**config.mk**
```make
export PLATFORM = sky130hd
export DESIGN_NAME = prog_timer
export DESIGN_NICKNAME = d
export VERILOG_FILES = /design/src/rtl/prog_timer_pkg.sv /design/src/rtl/prog_timer_prescaler.sv /design/src/rtl/prog_timer.sv
export SDC_FILE = /design/constraint.sdc
export NUM_CORES = 1
export LEC_CHECK = 0
export ABC_AREA = 1
export BUFFER_PORTS_ARGS = -buffer_cell sky130_fd_sc_hd__buf_2
export CORE_UTILIZATION = 40
export CTS_CLUSTER_SIZE = 12
export DETAILED_ROUTE_END_ITERATION = 6
export REMOVE_ABC_BUFFERS = 1
export SYNTH_ARGS = -nofsm -noshare
export SYNTH_HDL_FRONTEND = slang
export SYNTH_SLANG_ARGS = --single-unit
```
**constraint.sdc**
```tcl
create_clock -name clk -period 1.9 [get_ports clk]
set_clock_uncertainty 0.1 [all_clocks]
set_input_delay 0.095 -clock clk [delete_from_list [all_inputs] [get_ports clk]]
set_output_delay 0.095 -clock clk [all_outputs]
set_load 0.01 [all_outputs]
```
**src/rtl/prog_timer_pkg.sv**
```systemverilog
// Shared types and constants for the programmable terminal-count timer.
package prog_timer_pkg;

  typedef enum logic [1:0] {
    IDLE = 2'd0,
    RUN  = 2'd1,
    DONE = 2'd2
  } state_t;

  localparam logic MODE_ONESHOT  = 1'b0;
  localparam logic MODE_PERIODIC = 1'b1;

endpackage

```
**src/rtl/prog_timer_prescaler.sv**
```systemverilog
// Step-strobe generator: pulses strobe once every PRESCALE cycles; clr restarts the phase.
module prog_timer_prescaler #(
  parameter int PRESCALE = 4
) (
  input  logic clk,
  input  logic rst,
  input  logic clr,
  output logic strobe
);

  localparam int CW = (PRESCALE > 2) ? $clog2(PRESCALE) : 1;
  localparam logic [CW-1:0] LAST = CW'(PRESCALE - 1);

  logic [CW-1:0] r_cnt;

  assign strobe = (r_cnt == LAST);

  // NOTE: reset is synchronous, so it lives inside the clocked branch, not in the sensitivity list.
  always_ff @(posedge clk) begin
    if (rst || clr) begin
      r_cnt <= '0;
    end else if (strobe) begin
      r_cnt <= '0;
    end else begin
      r_cnt <= r_cnt + 1'b1;
    end
  end

endmodule

```
**src/rtl/prog_timer.sv**
```systemverilog
// Programmable terminal-count timer with one-shot/periodic modes, start/stop and tick.
// Optional step prescaler enabled by defining PROG_TIMER_PRESCALE_EN.
module prog_timer
  import prog_timer_pkg::*;
#(
  parameter int WIDTH    = 8,
  parameter int PRESCALE = 4
) (
  input  logic             clk,
  input  logic             rst,
  input  logic             start,
  input  logic             stop,
  input  logic             periodic,
  input  logic [WIDTH-1:0] limit,
  output logic [WIDTH-1:0] count,
  output logic             busy,
  output logic             done,
  output logic             tick
);

  state_t           r_state,  w_state_nxt;
  logic [WIDTH-1:0] r_count,  w_count_nxt;
  logic [WIDTH-1:0] r_limit,  w_limit_nxt;
  logic             r_mode,   w_mode_nxt;
  logic             r_tick,   w_tick_nxt;
  logic             w_step;

`ifdef PROG_TIMER_PRESCALE_EN
  prog_timer_prescaler #(
    .PRESCALE (PRESCALE)
  ) u_prescaler (
    .clk    (clk),
    .rst    (rst),
    .clr    (start | stop),
    .strobe (w_step)
  );
`else
  logic w_unused_prescale;
  assign w_unused_prescale = (PRESCALE >= 2);
  assign w_step            = 1'b1;
`endif

  always_comb begin
    // NOTE: every output of this block gets a default first so no path can infer a latch.
    w_state_nxt = r_state;
    w_count_nxt = r_count;
    w_limit_nxt = r_limit;
    w_mode_nxt  = r_mode;
    w_tick_nxt  = 1'b0;

    case (r_state)
      IDLE, DONE: begin
        if (stop) begin
          w_state_nxt = IDLE;
        end else if (start) begin
          w_state_nxt = RUN;
          w_count_nxt = '0;
          w_limit_nxt = limit;
          w_mode_nxt  = periodic;
        end
      end
      RUN: begin
        if (stop) begin
          w_state_nxt = IDLE;
        end else if (start) begin
          w_count_nxt = '0;
          w_limit_nxt = limit;
          w_mode_nxt  = periodic;
        end else if (w_step) begin
          if (r_count == r_limit) begin
            w_tick_nxt = 1'b1;
            if (r_mode == MODE_PERIODIC) begin
              w_count_nxt = '0;
            end else begin
              w_state_nxt = DONE;
            end
          end else begin
            w_count_nxt = r_count + 1'b1;
          end
        end
      end
      default: w_state_nxt = IDLE;
    endcase
  end

  // NOTE: sequential state uses non-blocking assignments so all registers update together.
  always_ff @(posedge clk) begin
    if (rst) begin
      r_state <= IDLE;
      r_count <= '0;
      r_limit <= '0;
      r_mode  <= MODE_ONESHOT;
      r_tick  <= 1'b0;
    end else begin
      r_state <= w_state_nxt;
      r_count <= w_count_nxt;
      r_limit <= w_limit_nxt;
      r_mode  <= w_mode_nxt;
      r_tick  <= w_tick_nxt;
    end
  end

  assign count = r_count;
  assign tick  = r_tick;
  assign busy  = (r_state == RUN);
  assign done  = (r_state == DONE);

endmodule
```
==> results.md <==
- The flow ran to the end, and the final reports show no timing, DRC or antenna violations.
- The cell with the largest stage delay on the worst path is sky130_fd_sc_hd__dfxtp_1.
- The max-slew headroom at the worst pin is 65.7%.
- The first routing iteration left 46 violations.
- The initial core utilization is 41.9%.
- Dividing the detail-routed wire length by the instance count gives 11.0 um.
- The signal on the critical path passes through xnor2_1 > nand2_1 > nor2_2 > nand4_2 > buf_4 > nand3_1 > nand2_1 > nor2_1.
- The clock period could shrink to 1.57 ns.
- The repair_antennas step left the layout with diodes totalling 0.
- The switching power of the nets is 0.000273 W.
- Setup repair after global routing left no endpoint under its margin.
- The most used flip-flop cell after synthesis is sky130_fd_sc_hd__dfxtp_1.
- The worst-margin pin slew is 0.514 ns.
- Max-cap violations in this run came to 0.
- The routed design has 2.63 mm of wire.
- Sorting the synthesized cells by how often they occur yields sky130_fd_sc_hd__nand2_1, sky130_fd_sc_hd__nor2_1, sky130_fd_sc_hd__inv_1.
- The layout has 301 filler cells.
- The core region is 2730 um^2.
- Once the clock tree was built, the setup fixing pass inserted 0 buffers.
- The critical path is of the reg2reg type.
- The number of ports placed on the die boundary is 24.
- The fraction of synthesized cell area taken by the top area cell type is 34.9%.
- TritonCTS built the clock tree.
- The first global-routing pass estimated 4.60 mm of wire.
- The worst setup path is captured at a register.
- The floorplan has 19 rows.
- The later pin in the worst-skew pair is clocked with a latency of 0.30 ns.
- In this run the deepest clock path goes through 2 buffers.
- The sequential fraction of the synthesis area is 34.9%.
- The clock buffer count from CTS is 3.
- Timing analysis after detailed placement gives a worst setup slack of 0.355 ns.
- The number of port buffers is 23.
- The number of gates given a new drive strength after cts is 0.
- The initial antenna violation count came to 0.
- The startpoint class of the critical path is a register.
- The number of global-route vias before repair is 1085.
- The cell occurring most often along the worst timing path is sky130_fd_sc_hd__nand2_1.
- After the last flow step, the layout net total stands at 223.
- Of all cell types, the one taking the most synthesized area is sky130_fd_sc_hd__dfxtp_1.
- Sequential cells burn 50.7% of the power.
- The share of synthesized registers carrying an async set or reset is 0%.
- The number of search-and-repair iterations in the first detailed-routing pass is 5.
- Yosys attributes the largest share of cell area to sky130_fd_sc_hd__dfxtp_1, sky130_fd_sc_hd__nand2_1, sky130_fd_sc_hd__nor2_1.
- The via count is 1161.
- The cell sitting at the root of the clock tree is a sky130_fd_sc_hd__clkbuf_4.
- The number of distinct library cells after synthesis is 24.
- The part of the power in combinational logic is 21.9%.
- Summed over all failing endpoints, the final setup total negative slack is 0 ns.
- After synthesis the netlist holds a flip-flop and latch count of 20.
- Across the VDD grid, the largest voltage drop is 0.429 mV.
- The placer congestion estimate is 0.783.
- The clock network power share is 27.5%.
- Synthesis produced a netlist whose cell count is 172.
- The internal power summed over all cells is 0.000647 W.
- Summing every instance area after synthesis gives 1150 um^2.
- Of the total power, the share spent switching nets is 29.7%.
- The die height is 55.5 um.
- The kind of cell with the highest combined delay on the critical path is simple AND/OR/NAND/NOR gates.
- Derived from the worst setup path, the maximum achievable clock frequency is 636 MHz.
- In this run the power density over the cells is 648 nW/um^2.
- The number of clock sinks is 20.
- The number of synthesized flops with an enable pin is 0.
- sky130_fd_sc_hd__nand2_1 is the most common cell in the netlist.
- Detailed placement ended at an HPWL of 1.92 mm.
- In the routed layout, each cell is associated on average with a via count of 4.86.
- The count of nets left with antenna violations once routing finished came out at 0.
- The number of slew-limit violations in the final report came to 0.
- The required arrival time at the worst endpoint is 2.04 ns.
- The path class of the tightest hold or removal check is in2reg.
- In the final layout, the share of cells above drive strength 1 is 21.6%.
- The die footprint is 3080 um^2.
- Entering global routing, the biggest net connects 19 pins.
- STA puts the critical path data arrival time at 1.72 ns.
- In this run the number of H-tree levels came out at 1.
- Averaged over all synthesized cells, the footprint is 6.66 um^2.
- The leakage component of the power is 0.678 nW.
- Compared with the post-synthesis result, the final layout area differs by 23.8%.
- Buffers inserted to repair hold after CTS numbered 10.
- Clock-pin slew was measured on the worst setup and hold paths at 0.12 ns.
- The count of endpoints failing hold in the final timing report was 0.
- In the finished design, the share of the clock period the worst path needs comes to 82.8%.
- Across all setup checks in the final design, the least slack found is 0.327 ns.
- The count of synthesis-stage warnings from yosys is 0.
- The global-route congestion overflow total is 0.
- The number of buffers and inverters on the critical path is 1.
- The largest stage delay on the critical path is 0.45 ns.
- Across every metal layer, demand over resource in global routing totals 18.7%.
- Setup violations remaining at the end of the flow were counted as 0.
- The die is 55.5 um wide.
- The number of remaining DRC errors is 0.
- Along the worst path, the maximum fanout reaches 10.
## cell type report
class	count	area, um^2	share of cell area [%]
multi-input cells	124	616	43.4
flip-flops and latches	20	400	28.2
repair buffers	36	238	16.8
inverters	24	90.1	6.35
well taps	31	38.8	2.73
clock buffers	4	36.3	2.56
## placed cells by master, fill, tap and decap left out, types with 3 or more instances in the layout
master / instances
sky130_fd_sc_hd__xnor2_1: 4
sky130_fd_sc_hd__nor2_2: 3
sky130_fd_sc_hd__a21oi_1: 7
sky130_fd_sc_hd__buf_4: 3
sky130_fd_sc_hd__inv_1: 21
sky130_fd_sc_hd__buf_2: 23
sky130_fd_sc_hd__nand3b_1: 3
sky130_fd_sc_hd__inv_2: 3
sky130_fd_sc_hd__dlygate4sd3_1: 10
sky130_fd_sc_hd__nand3_1: 17
sky130_fd_sc_hd__o21ai_0: 11
sky130_fd_sc_hd__dfxtp_1: 20
sky130_fd_sc_hd__nor2_1: 28
sky130_fd_sc_hd__clkbuf_4: 3
sky130_fd_sc_hd__nand2_1: 38
## metal layers
layer | part of all wire [%] | routed length [um] | global-route usage, % | vias up
met5 | 0 | 0 | 0 | -
met2 | 48 | 1270 | 31.8 | 29
met4 | 1.6 | 43 | 8.93 | 0
met3 | 5.4 | 142 | 3.75 | 4
li1 | - | - | - | 613
met1 | 45 | 1180 | 22.3 | 515
## final timing paths
| check | from | end | slack (ns) | cells after the start |
|---|---|---|---|---|
| max reg2reg | count[2] | count[7] | 0.33 | 8 |
| max | count[2] | count[7] | 0.33 | 8 |
| min | stop | tick | 0.01 | 3 |
| min reg2reg | r_limit[4] | r_limit[4] | 0.38 | 2 |
## flip-flops by register name, indices dropped and copies added (netlist names)
name and flops:
count 8, r_limit 8, r_state 2, r_mode 1, tick 1
## power by group through the flow
| stage | Clock, W | Combinational [W] | Sequential [W] |
|---|---|---|---|
| 6_report | 0.000253 | 0.000201 | 0.000466 |
| 5_1_grt | 0.000277 | 0.000228 | 0.000470 |
| 4_1_cts | 0.000268 | 0.000202 | 0.000466 |
| 3_5_place_dp | 0 | 0.000186 | 0.000476 |
| 3_3_place_gp | 0 | 0.000183 | 0.000475 |
| 2_1_floorplan | 0 | 0.000125 | 0.000476 |
## cell families after synthesis
logic type / synth area share [%]
simple gates: 40.2
buf+inv: 11.4
flops: 34.9
compound gates: 8.62
xor+xnor: 3.82
fa+ha+maj: 1.09
## through the flow
| stage | instances | util, % | hold WS (ns) | total power [W] | cell area, um^2 |
|---|---|---|---|---|---|
| 5_1_grt | 239 | 51.9 | 0.0155 | 0.000975 | 1420 |
| 4_1_cts | 239 | 51.9 | 0.00363 | 0.000936 | 1420 |
| 6_report | 239 | 51.9 | 0.0142 | 0.000920 | 1420 |
| 3_5_place_dp | 225 | 46.9 | 0.196 | 0.000662 | 1280 |
| 3_3_place_gp | 225 | 46.9 | 0.207 | 0.000658 | 1280 |
| 2_1_floorplan | 168 | - | 0.0674 | 0.000601 | 1110 |
## worst reg2reg max path: stages, from the launching register on
cell and delay (ns):
sky130_fd_sc_hd__dfxtp_1 0.45, sky130_fd_sc_hd__xnor2_1 0.15, sky130_fd_sc_hd__nand2_1 0.09, sky130_fd_sc_hd__nor2_2 0.18, sky130_fd_sc_hd__nand4_2 0.11, sky130_fd_sc_hd__buf_4 0.20, sky130_fd_sc_hd__nand3_1 0.09, sky130_fd_sc_hd__nand2_1 0.06
sky130_fd_sc_hd__nor2_1 0.10
Power figures use the tool's default switching activity.
